===== src/rtl/fifo_wr_arbiter.sv =====
// Round-robin arbiter sharing one FIFO write port between two producers, with bursts of up to BURST_LEN.
// Optional FIFO_ARB_STATS_EN adds saturating per-requester stall counters (stall0/stall1).
module fifo_wr_arbiter #(
    parameter int unsigned DATA_WIDTH = 24,
    parameter int unsigned BURST_LEN  = 4,
    parameter int unsigned CNT_WIDTH  = 8
) (
    input  logic                  clk,
    input  logic                  reset,
    input  logic                  req0,
    input  logic                  req1,
    input  logic [DATA_WIDTH-1:0] data0,
    input  logic [DATA_WIDTH-1:0] data1,
    input  logic                  full,
    output logic                  gnt0,
    output logic                  gnt1,
    output logic                  wr,
    output logic [DATA_WIDTH-1:0] w_data
`ifdef FIFO_ARB_STATS_EN
    ,
    output logic [CNT_WIDTH-1:0]  stall0,
    output logic [CNT_WIDTH-1:0]  stall1
`endif
);

    typedef enum logic [1:0] {
        IDLE = 2'd0,
        OWN0 = 2'd1,
        OWN1 = 2'd2
    } state_t;

    localparam logic [7:0] BURST_L = 8'(BURST_LEN);

    state_t     st_q, st_d;
    logic       last_q, last_d;
    logic [7:0] cnt_q, cnt_d;
    logic [7:0] cnt_inc;
    logic       g0, g1;

    always_ff @(posedge clk or posedge reset) begin
        if (reset) begin
            st_q   <= IDLE;
            last_q <= 1'b1;
            cnt_q  <= '0;
        end else begin
            st_q   <= st_d;
            last_q <= last_d;
            cnt_q  <= cnt_d;
        end
    end

    always_comb begin
        st_d    = st_q;
        last_d  = last_q;
        cnt_d   = cnt_q;
        g0      = 1'b0;
        g1      = 1'b0;
        cnt_inc = cnt_q + 8'd1;
        if (!full) begin
            if (st_q == OWN0 && req0) begin
                g0    = 1'b1;
                cnt_d = cnt_inc;
                if (cnt_inc == BURST_L) st_d = IDLE;
            end else if (st_q == OWN1 && req1) begin
                g1    = 1'b1;
                cnt_d = cnt_inc;
                if (cnt_inc == BURST_L) st_d = IDLE;
            end else begin
                // Owner dropped (or idle): re-arbitrate in the same cycle so there is no bubble.
                st_d = IDLE;
                if (req0 && (last_q || !req1)) begin
                    g0     = 1'b1;
                    last_d = 1'b0;
                    cnt_d  = 8'd1;
                    if (BURST_L != 8'd1) st_d = OWN0;
                end else if (req1) begin
                    g1     = 1'b1;
                    last_d = 1'b1;
                    cnt_d  = 8'd1;
                    if (BURST_L != 8'd1) st_d = OWN1;
                end
            end
        end
    end

    // Reset gates the combinational grant path so nothing is written while it is asserted.
    assign gnt0   = g0 & ~reset;
    assign gnt1   = g1 & ~reset;
    assign wr     = gnt0 | gnt1;
    assign w_data = gnt0 ? data0 : (gnt1 ? data1 : '0);

`ifdef FIFO_ARB_STATS_EN
    localparam logic [CNT_WIDTH-1:0] ONE = {{(CNT_WIDTH-1){1'b0}}, 1'b1};

    logic [CNT_WIDTH-1:0] stall0_q, stall0_d;
    logic [CNT_WIDTH-1:0] stall1_q, stall1_d;

    always_ff @(posedge clk or posedge reset) begin
        if (reset) begin
            stall0_q <= '0;
            stall1_q <= '0;
        end else begin
            stall0_q <= stall0_d;
            stall1_q <= stall1_d;
        end
    end

    always_comb begin
        stall0_d = stall0_q;
        stall1_d = stall1_q;
        if (req0 && !gnt0 && stall0_q != '1) stall0_d = stall0_q + ONE;
        if (req1 && !gnt1 && stall1_q != '1) stall1_d = stall1_q + ONE;
    end

    assign stall0 = stall0_q;
    assign stall1 = stall1_q;
`endif

endmodule


===== config.mk =====
export PLATFORM = sky130hd
export DESIGN_NAME = fifo_wr_arbiter
export DESIGN_NICKNAME = d
export VERILOG_FILES = /design/src/rtl/fifo_wr_arbiter.sv
export SDC_FILE = /design/constraint.sdc
export NUM_CORES = 1
export LEC_CHECK = 0
export ABC_AREA = 1
export BUFFER_PORTS_ARGS = -buffer_cell sky130_fd_sc_hd__clkbuf_2
export CELL_PAD_IN_SITES_DETAIL_PLACEMENT = 1
export CELL_PAD_IN_SITES_GLOBAL_PLACEMENT = 1
export CORE_MARGIN = 3
export CORE_UTILIZATION = 23
export DETAILED_ROUTE_END_ITERATION = 6
export PLACE_DENSITY = 0.84
export SLEW_MARGIN = 10
export SYNTH_ARGS = -nofsm -noshare
export SYNTH_HDL_FRONTEND = slang
export SYNTH_SLANG_ARGS = --single-unit
export TNS_END_PERCENT = 20

===== constraint.sdc =====
create_clock -name clk -period 1.4 [get_ports clk]
set_input_delay 0 -clock clk [delete_from_list [all_inputs] [get_ports clk]]
set_output_delay 0 -clock clk [all_outputs]
set_load 0.01 [all_outputs]

# ---- Word level (Yosys, flattened, before mapping)
# Cells that the tools add are included.
dict set report op_classes {
  add_sub_neg 1
  eq_ne 3
  mux 22
  n_bitwise 7
  reduce_logical 9
}
# op n
set ops {}
lappend ops {{$mux W24} 2}
lappend ops {{$mux W8} 4}
lappend ops {{$mux W1} 11}
lappend ops {{$mux W2} 5}
lappend ops {{$add A8 B1 Y8 const B} 1}
lappend ops {{$eq A8 B3 Y1 const B} 1}
lappend ops {{$not A1 Y1} 4}
lappend ops {{$reduce_and A4 Y1} 1}
lappend ops {{$reduce_bool A4 Y1} 1}
lappend ops {{$logic_and A1 B1 Y1} 3}
lappend ops {{$and A1 B1 Y1} 2}
lappend ops {{$eq A2 B1 Y1 const B} 1}
lappend ops {{$eq A2 B2 Y1 const B} 1}
lappend ops {{$reduce_and A2 Y1} 1}
lappend ops {{$reduce_bool A2 Y1} 1}
lappend ops {{$logic_not A1 Y1} 1}
lappend ops {{$logic_or A1 B1 Y1} 1}
lappend ops {{$or A1 B1 Y1} 1}
dict set report word_totals {
  regBits 11
  input_bits 53
  out_inout_bits 27
  wordCells 45
}

# ---- Logic depth before layout (Yosys ltp)
# Gate-level depths: netlist of run 1.
dict set report depth {
  word_depth 10
  mapped_depth 10
  depth_no_buf 9
}

# ---- Least setup slack after synthesis of run 1
# OpenSTA, ideal clock, no wires.
dict set report synth_timing {
  path_kind {register -> register}
  from {register cnt_q[0]}
  to {register st_q[1]}
  setup_time_ps 116
  t_arrival_ps 1181
  required_time_ps 1284
  setup_slack_ps 102
  stages_incl_launch_ff 9
  n_path_buf 0
  period_less_slack_ps 1298
  cell_sequence {dfrtp_1 > ha_1 > nand3_1 > o21bai_1 > nand2_1 > nor2_1 > nand3_1 > nand2_1 > nand2_1}
}
dict set report synth_via {
  elab_chain_cells 5
}
# item line_no
set synth_lines {}
lappend synth_lines {{start, declared} 36} ;# logic [7:0] cnt_q, cnt_d;
lappend synth_lines {{start signal, assigned} 48} ;# cnt_q <= cnt_d;
lappend synth_lines {{$add A8 B1 Y8 (*)} 58} ;# cnt_inc = cnt_q + 8'd1;
lappend synth_lines {{$eq A8 B3 Y1 (*)} {63, 67}}
lappend synth_lines {{$mux W2 (*)} --}
lappend synth_lines {{$mux W2} --}
lappend synth_lines {{$mux W2 (*)} --}
lappend synth_lines {{end signal, assigned} 46} ;# st_q <= st_d;
lappend synth_lines {{end, declared} 34} ;# state_t st_q, st_d;
# Mark *: on every way between the ends. The rest lies on a longest branch, timed or not.
# A chain may end at the register's enable or synchronous reset.

# ---- Final worst setup path of run 1
dict set report layout_timing {
  from {register last_q}
  to {output w_data[5]}
}
dict set report layout_via {
  elab_chain_cells 9
  elab_cells_between_ends 14
  cone_classes {mux: 10; bitwise: 2; reduce/logical: 2}
}
# item line_no
set layout_lines {}
lappend layout_lines {{start, declared} 35} ;# logic last_q, last_d;
lappend layout_lines {{start signal, assigned} 47} ;# last_q <= last_d;
lappend layout_lines {{$logic_or A1 B1 Y1 (*)} 71} ;# if (req0 && (last_q || !req1)) begin
lappend layout_lines {{$logic_and A1 B1 Y1 (*)} 71}
lappend layout_lines {{$mux W1} 71}
lappend layout_lines {{$mux W1} 64} ;# end else if (st_q == OWN1 && req1) begin
lappend layout_lines {{$mux W1} 60} ;# if (st_q == OWN0 && req0) begin
lappend layout_lines {{$mux W1} 59} ;# if (!full) begin
lappend layout_lines {{$and A1 B1 Y1} 88} ;# assign gnt1 = g1 & ~reset;
lappend layout_lines {{$mux W24} 90} ;# assign w_data = gnt0 ? data0 : (gnt1 ? data1 : '0);
lappend layout_lines {{$mux W24 (*)} 90}
lappend layout_lines {{end, declared} 18} ;# output logic [DATA_WIDTH-1:0] w_data
# Marks and branches as above.

==> results of run 1 <==
[repair_timing]
item                                    in CTS  in global routing
resized for setup                            6                 41
setup buffers                                0                  1
endpoints found under the setup margin      29                 33
pin swaps                                    1                  8
hold buffers                                 2                  0
hold endpoints to repair                    11                  0
cloned                                       0                  2
[how the worst min path moves through the flow]
stage / start / to / depth (start not counted)
after floorplan: reset / cnt_q[0] / 1
after global placement: reset / st_q[0] / 3
after detailed placement: reset / st_q[1] / 3
after CTS: full / st_q[1] / 3
after global routing: full / st_q[0] / 3
final: full / st_q[0] / 3
[cells by family (layout without fill, tap and decap cells)]
| group | after synthesis | count (layout) | share of synthesized area, % |
|---|---|---|---|
| xor+xnor | 1 | 1 | 0.8066 |
| fa+ha+maj | 1 | 1 | 1.152 |
| buf+inv | 24 | 115 | 12.21 |
| simple gates | 128 | 128 | 53.57 |
| flops | 11 | 11 | 25.46 |
| compound gates | 13 | 13 | 6.797 |
[layer usage]
metal	global-route usage [%]	wire [um]	vias to the layer above
met5	0	0	-
met4	6.917	89	0
met3	1.469	258	7
met2	26.54	2229	45
met1	14.38	1591	683
li1	-	-	729
[cells in the final DEF, fill, tap and decap left out, drive strengths merged]
cell type    count
a21oi            1
nand3           15
nor3             3
dlygate4sd3      2
xor2             1
ha               1
o21ai            9
nor2            10
nand4            1
o21bai           1
inv             19
a31oi            2
dfstp            1
nand2           99
dfrtp           10
clkbuf          60
buf             34
[layout make-up]
type | instances | area (um^2)
Sequential cell | 11 | 276.5
Inverter | 19 | 78.83
Fill cell | 630 | 2699
Multi-Input combinational cell | 143 | 709.4
Tap cell | 52 | 65.06
Timing Repair Buffer | 92 | 570.5
Clock buffer | 4 | 45.04
[flip-flops by register name, summed over array words and instances (netlist names)]
register  flops
cnt_q         8
last_q        1
st_q          2
[through the flow]
stage / TNS, ps / power [mW] / util (%)
2_1_floorplan: 0 / 0.6602 / -
3_3_place_gp: 0 / 0.8873 / 35.11
3_5_place_dp: -143.9 / 0.9051 / 35.11
4_1_cts: -6126 / 1.252 / 36.91
5_1_grt: -9601 / 1.379 / 39.27
6_report: -6481 / 1.288 / 39.27
[cell usage after synthesis (all sizes together)]
master / count
buf: 5
dfstp: 1
nand2: 99
dfrtp: 10
nand3: 15
o21bai: 1
a31oi: 2
ha: 1
o21ai: 9
a21oi: 1
inv: 19
nand4: 1
nor2: 10
nor3: 3
xor2: 1
[power breakdown]
part / switching (mW) / leakage [nW] / internal [mW]
clock network: 0.130 / 0.0228 / 0.201
registers: 0.0414 / 0.144 / 0.366
logic: 0.284 / 0.884 / 0.266
[critical path: stages (launching register included)]
cell	delay (ps)
dfstp_2	530
inv_2	30
nand2_2	60
nand3_2	90
nand2_4	90
nand2_4	70
nor2_8	140
clkbuf_16	180
nand2_1	60
nand2_1	60
buf_2	130
==> impl_metrics.ini, run 1 <==
[sta]
worst_pin_slew_ps = 375.5
skew_ps = 1.742
drv_slew = 0
fmax_mhz = 589.5
layout_min_cycle_time_ps = 1696
rsz0062_at_grt = yes
setup_slack_ps = -296.5
setup_viol_count_final = 27
post-route-period-util_pct = 121.2
holdWs_ps = 41.46
relSlewSlack_pct = 74.94
finalHoldViolations = 0

[worst_setup_path]
r2r-start = cnt_q[1]
cp-end-kind = primary output
crit_fanout = 12
reg2regPathDepth = 8
crit_type = register to primary output
crit_path_end = w_data[5]
cp_data_arrival_time_ps = 1700
cp-startpoint = last_q
crit_path_start_kind = register
r2r_end = st_q[0]
reg2reg_slack_ps = 50
crit_required_ps = 1400

[cts]
clkLatencyLatePin_ps = 240
clockBufferDepth = 2
clockRootBuffer = clkbuf_8
clk_pin_slew_ps = 50
cts_max_level = 1
clkSinkCount = 11
cts_tree = done
cts_buffers = 3

[synth]
synth_warnings = 0
yosysSeqAreaShare_pct = 25.46
synth_top_area_share_pct = 31.11
ys_types = 25
synthesis.nets = 232
syn_inst = 178
post-synth-top-area-cell = nand2_1
synthTopCellsByArea = nand2_1 31%, dfrtp_1 23%, inv_1 5.5%, nand3_1 5.1%, nand2_2 4.0%
avgSynthCellArea_um2 = 6.101
ys_seq_elements = 11
synth_area_um2 = 1086

[global_routing]
grt_max_degree = 26
grt_pass1_wl_um = 6044
overflow = 0
first_global_vias = 1448
grt_usage_pct = 13.68
antenna_found_initial = 0

[worst_hold_path]
hp-class = input pin to register

[place]
place_inst = 312
io_buffer_count = 79
hpwl_um = 3328
place.gp.congestion = 0.7726
placed_cell_area_um2 = 1560
place_ws_ps = -31.11

[power]
power.leakage_nw = 1.050
power_density_nw_per_um2 = 737.7
ir_drop_mv = 0.4730

[route]
wl_per_cell_um = 12.99
wl_um = 4169
ant_nets = 0
drtIter0Drc = 13
drc = 0
dr.pass1.iters = 4
viasPerCell = 4.561
vias = 1464

[cells_and_area]
drive_above_1_share_pct = 46.84
syn_to_final_growth_pct = 60.71
final_area_um2 = 1745
insertedDiodeCount = 0
nNetsFinal = 324
fin_cells = 321

[die]
core_area_um2 = 4444
start_util_pct = 24.44
row_count = 24
fp.dieH_um = 74.72
dieWidth_um = 74.72
fp.dieArea_um2 = 5582
io_pins = 80

[status]
violations = negative setup slack
status = finished with violations

[flow_run]
cap_violations = 0
No activity file was read; power rests on OpenSTA's default activity.
==> run 2, diff against run 1 <==
--- a/config.mk
+++ b/config.mk
@@ -13,6 +13,7 @@
 export CORE_UTILIZATION = 23
 export DETAILED_ROUTE_END_ITERATION = 6
 export PLACE_DENSITY = 0.84
+export REMOVE_ABC_BUFFERS = 1
 export SLEW_MARGIN = 10
 export SYNTH_ARGS = -nofsm -noshare
 export SYNTH_HDL_FRONTEND = slang
==> impl_metrics.ini, run 2 (synthesis gave the netlist of run 1 again) <==
[global_routing]
gr-max-usage-layer = met2
gr-usage-met3_pct = 0.2670
use_met1_pct = 17.02
antenna_found_initial = 0
grt_max_degree = 26
grt_usage_pct = 14.75
first_global_vias = 1417
overflow = 0
grt_pass1_wl_um = 6382
use_met2_pct = 28.00

[status]
status = finished with violations
violations = negative setup slack

[route]
drtIter0Drc = 20
viasPerCell = 4.488
drc = 0
ant_nets = 0
wl_per_cell_um = 13.58
vias = 1445
wl_um = 4372
dr.pass1.iters = 4

[worst_setup_path]
reg2reg_slack_ps = 50
worstPathCellList = inv_2, nand2_2, nand3_2, nand2_4, nand2_4, nor2_8, buf_12, nand2_1, nand2_1, buf_2
r2r_end = st_q[1]
cp_slowest_stage_delay_ps = 540
crit_path_top_delay_cell = dfstp_2
crit_required_ps = 1400
cp-end-kind = primary output
cp-startpoint = last_q
r2r-start = cnt_q[0]
crit_path_start_kind = register
reg2regPathDepth = 10
crit_type = register to primary output
cp_data_arrival_time_ps = 1700
crit_fanout = 16

[cells_and_area]
max_flop_register = cnt_q
largest_reg_flops = 8
mostFrequentLayoutCell = nand2_1
top_regs = cnt_q: 8 flops, st_q: 2 flops, last_q: 1 flops
fin_cells = 322
layout.area.seq_um2 = 276.5
nNetsFinal = 325
syn_to_final_growth_pct = 59.79
mostFrequentLayoutCells = 82 x nand2_1, 56 x clkbuf_2, 21 x buf_2, 15 x inv_1, 14 x nand2_2
multi_input_area_um2 = 734.5
fillers = 607
insertedDiodeCount = 0
drive_above_1_share_pct = 47.78

[die]
fp.dieArea_um2 = 5582
dieWidth_um = 74.72
row_count = 24
start_util_pct = 24.44
io_pins = 80
fp.dieH_um = 74.72
core_area_um2 = 4444

[sta]
layout_min_cycle_time_ps = 1696
relSlewSlack_pct = 76.26
fmax_mhz = 589.7
worst_pin_slew_ps = 355.7
holdWs_ps = 12.25
setup_slack_ps = -295.8
skew_ps = 2.952
rsz0062_at_grt = yes
setup_viol_count_final = 27
drv_slew = 0
post-route-period-util_pct = 121.1
finalHoldViolations = 0

[worst_hold_path]
holdPathStages = 2
min_from = req0
min_to = last_q
hp-class = input pin to register

[place]
io_buffer_count = 79
hpwl_um = 3487
place_inst = 313
place.gp.congestion = 0.7708

[cts]
cts_tree = done
clk_pin_slew_ps = 50
clockRootBuffer = clkbuf_8
clkLatencyLatePin_ps = 240
cts_buffers = 3
clockBufferDepth = 2
cts_max_level = 1
clkSinkCount = 11

[power]
ir_drop_mv = 0.5638
power.leakage_nw = 1.053
fin_total_pwr_mw = 1.314
power_density_nw_per_um2 = 757.4

[flow_run]
cap_violations = 0
-- run 2: critical path, delay by kind of cell, from the launching register on --
family / cells / cell delay [ps]
flops: 1 / 540
simple gates: 7 / 590
buf+inv: 3 / 310
-- run 2: how the worst max path moves through the flow --
stage	end
4_1_cts	w_data[4]
5_1_grt	w_data[8]
2_1_floorplan	st_q[1]
3_3_place_gp	st_q[1]
3_5_place_dp	w_data[21]
6_report	w_data[4]
-- run 2: what timing repair did --
action,CTS,global route
endpoints found under the setup margin,29,32
hold endpoints to repair,10,0
setup buffers,2,2
gates resized for setup,10,38
pin swaps,2,3
hold buffers,1,0
-- run 2: where the power goes --
group	internal [mW]	switching, mW	leakage [nW]	total, mW
registers	0.366	0.0522	0.144	0.418
clock network	0.201	0.128	0.0228	0.329
logic	0.266	0.301	0.886	0.567
total	0.833	0.481	1.05	1.31
-- run 2: final cells by class --
| class | count | share of cell area [%] |
|---|---|---|
| Timing Repair Buffer | 93 | 30.86 |
| Multi-Input combinational cell | 143 | 42.32 |
| Sequential cell | 11 | 15.93 |
| Tap cell | 52 | 3.749 |
| Inverter | 19 | 4.542 |
| Clock buffer | 4 | 2.596 |
-- run 2: through the flow --
| stage | area, um^2 | util (%) | setup WS [ps] | TNS (ps) |
|---|---|---|---|---|
| after CTS | 1662 | 37.39 | -285.3 | -6627 |
| after global placement | 1568 | 35.28 | 9.080 | 0 |
| after floorplan | 1027 | - | 102.2 | 0 |
| after detailed placement | 1568 | 35.28 | -38.99 | -184.9 |
| after global routing | 1735 | 39.05 | -380.8 | -9392 |
| final | 1735 | 39.05 | -295.8 | -6881 |
-- run 2: layer usage --
layer  part of all wire [%]  wire length [um]
met1                     38              1664
met2                     59              2566
met3                    1.2                52
met4                    2.0                89
met5                      0                 0
==> run 3, diff against run 2 <==
--- a/config.mk
+++ b/config.mk
@@ -6,13 +6,13 @@
 export NUM_CORES = 1
 export LEC_CHECK = 0
 export ABC_AREA = 1
-export BUFFER_PORTS_ARGS = -buffer_cell sky130_fd_sc_hd__clkbuf_2
 export CELL_PAD_IN_SITES_DETAIL_PLACEMENT = 1
 export CELL_PAD_IN_SITES_GLOBAL_PLACEMENT = 1
 export CORE_MARGIN = 3
-export CORE_UTILIZATION = 23
+export CORE_UTILIZATION = 35
 export DETAILED_ROUTE_END_ITERATION = 6
-export PLACE_DENSITY = 0.84
+export DONT_BUFFER_PORTS = 1
+export PLACE_DENSITY = 0.81
 export REMOVE_ABC_BUFFERS = 1
 export SLEW_MARGIN = 10
 export SYNTH_ARGS = -nofsm -noshare
==> impl_metrics.ini, run 3 (synthesis gave the netlist of run 1 again) <==
[status]
status = finished with violations
violations = negative setup slack

[route]
viasPerCell = 5.664
wl_um = 4308
dr.pass1.iters = 4
ant_nets = 0
drc = 0
wl_per_cell_um = 18.81
vias = 1297
drtIter0Drc = 40

[cells_and_area]
drive_above_1_share_pct = 38.89
nNetsFinal = 253
final_area_um2 = 1424
largest_reg_flops = 8
max_flop_register = cnt_q
top_regs = cnt_q: 8 flops, st_q: 2 flops, last_q: 1 flops
fillers = 386
insertedDiodeCount = 0
multi_input_area_um2 = 845.8
mostFrequentLayoutCells = 55 x nand2_1, 39 x nand2_2, 15 x inv_1, 11 x nand3_1
layout.area.seq_um2 = 276.5
syn_to_final_growth_pct = 31.11
mostFrequentLayoutCell = nand2_1
fin_util_pct = 49.91

[cts]
cts_buffers = 3
clkLatencyLatePin_ps = 280
cts_max_level = 1
clockBufferDepth = 2
clockRootBuffer = clkbuf_4
clkSinkCount = 11
clk_pin_slew_ps = 80
cts_tree = done

[die]
start_util_pct = 38.07
fp.dieH_um = 61.71
fp.dieArea_um2 = 3808
dieWidth_um = 61.71
row_count = 19
core_area_um2 = 2853
io_pins = 80

[worst_setup_path]
crit_path_top_delay_cell = dfstp_2
cp_data_arrival_time_ps = 1690
crit_required_ps = 1400
crit_type = register to primary output
worstPathCellList = inv_2, nand2_2, nand3_2, nand2_4, inv_2, nand3_4, clkinv_8, nand2_1, nand2_2
crit_fanout = 8
cp_slowest_stage_delay_ps = 550
cp-end-kind = primary output
crit_path_start_kind = register

[sta]
holdWs_ps = 35.69
setup_viol_count_final = 28
drv_slew = 0
rsz0062_at_grt = yes
fmax_mhz = 593.2
post-route-period-util_pct = 120.4
setup_slack_ps = -285.6
skew_ps = 6.663
layout_min_cycle_time_ps = 1686
finalHoldViolations = 0
worst_pin_slew_ps = 364.5
relSlewSlack_pct = 75.67

[worst_hold_path]
hp-class = input pin to register

[place]
placed_cell_area_um2 = 1119
io_buffer_count = 0
place.gp.congestion = 0.8082
hpwl_um = 2794
place_ws_ps = -45.38

[flow_run]
cap_violations = 0

[power]
power.leakage_nw = 0.6992
power_density_nw_per_um2 = 780.1
ir_drop_mv = 0.4965

[global_routing]
overflow = 0
grt_max_degree = 26
antenna_found_initial = 0
first_global_vias = 1290
grt_usage_pct = 19.80
grt_pass1_wl_um = 5589
-- run 3: final timing paths --
check,startpoint,slack (ps),depth (start not counted),end
setup / recovery,last_q,-290,9,w_data[17]
hold / removal,req1,40,4,last_q
setup reg to reg,cnt_q[1],0,8,st_q[1]
hold reg to reg,cnt_q[1],560,2,cnt_q[1]
max in group asynchronous,reset,950,3,last_q
min in group asynchronous,reset,220,3,cnt_q[3]
-- run 3: power by group --
part | internal (mW) | switching (mW)
combinational | 0.177 | 0.293
sequential | 0.365 | 0.0406
clock | 0.111 | 0.124
total | 0.653 | 0.458
-- run 3: repair_timing --
item	4_1_cts	5_1_grt
hold buffers	6	0
gates cloned	3	2
setup endpoints to repair	28	32
resized for setup	33	19
endpoints found under the hold margin	16	0
setup buffers	1	2
pin swaps	14	5
-- run 3: critical path, delay by kind of cell, from the launching register on --
family | cells | cell delay (ps)
buf+inv | 3 | 220
simple gates | 6 | 630
flops | 1 | 550
-- run 3: routing by layer --
layer / GRT usage (%) / part of all wire (%) / vias up
met5: 0 / 0 / -
met4: 4.545 / 1.6 / 0
met3: 3.926 / 7.5 / 9
met2: 37.97 / 56 / 62
met1: 22.29 / 35 / 632
li1: - / - / 594
-- run 3: final cells by class --
type                    count  area share [%]
multi-input cells         146           59.40
flip-flops and latches     11           19.42
repair buffers             16           9.490
inverters                  19           5.888
well taps                  31           2.724
clock buffers               4           1.845
repair inverters            2           1.230
-- run 3: per-stage QoR --
step | setup TNS (ps) | power [mW] | std cells
floorplan | 0 | 0.6418 | 173
global placement | 0 | 0.7323 | 211
detailed placement | -311.3 | 0.7633 | 211
CTS | -4994 | 1.056 | 225
global route | -9115 | 1.186 | 229
finish | -6045 | 1.111 | 229
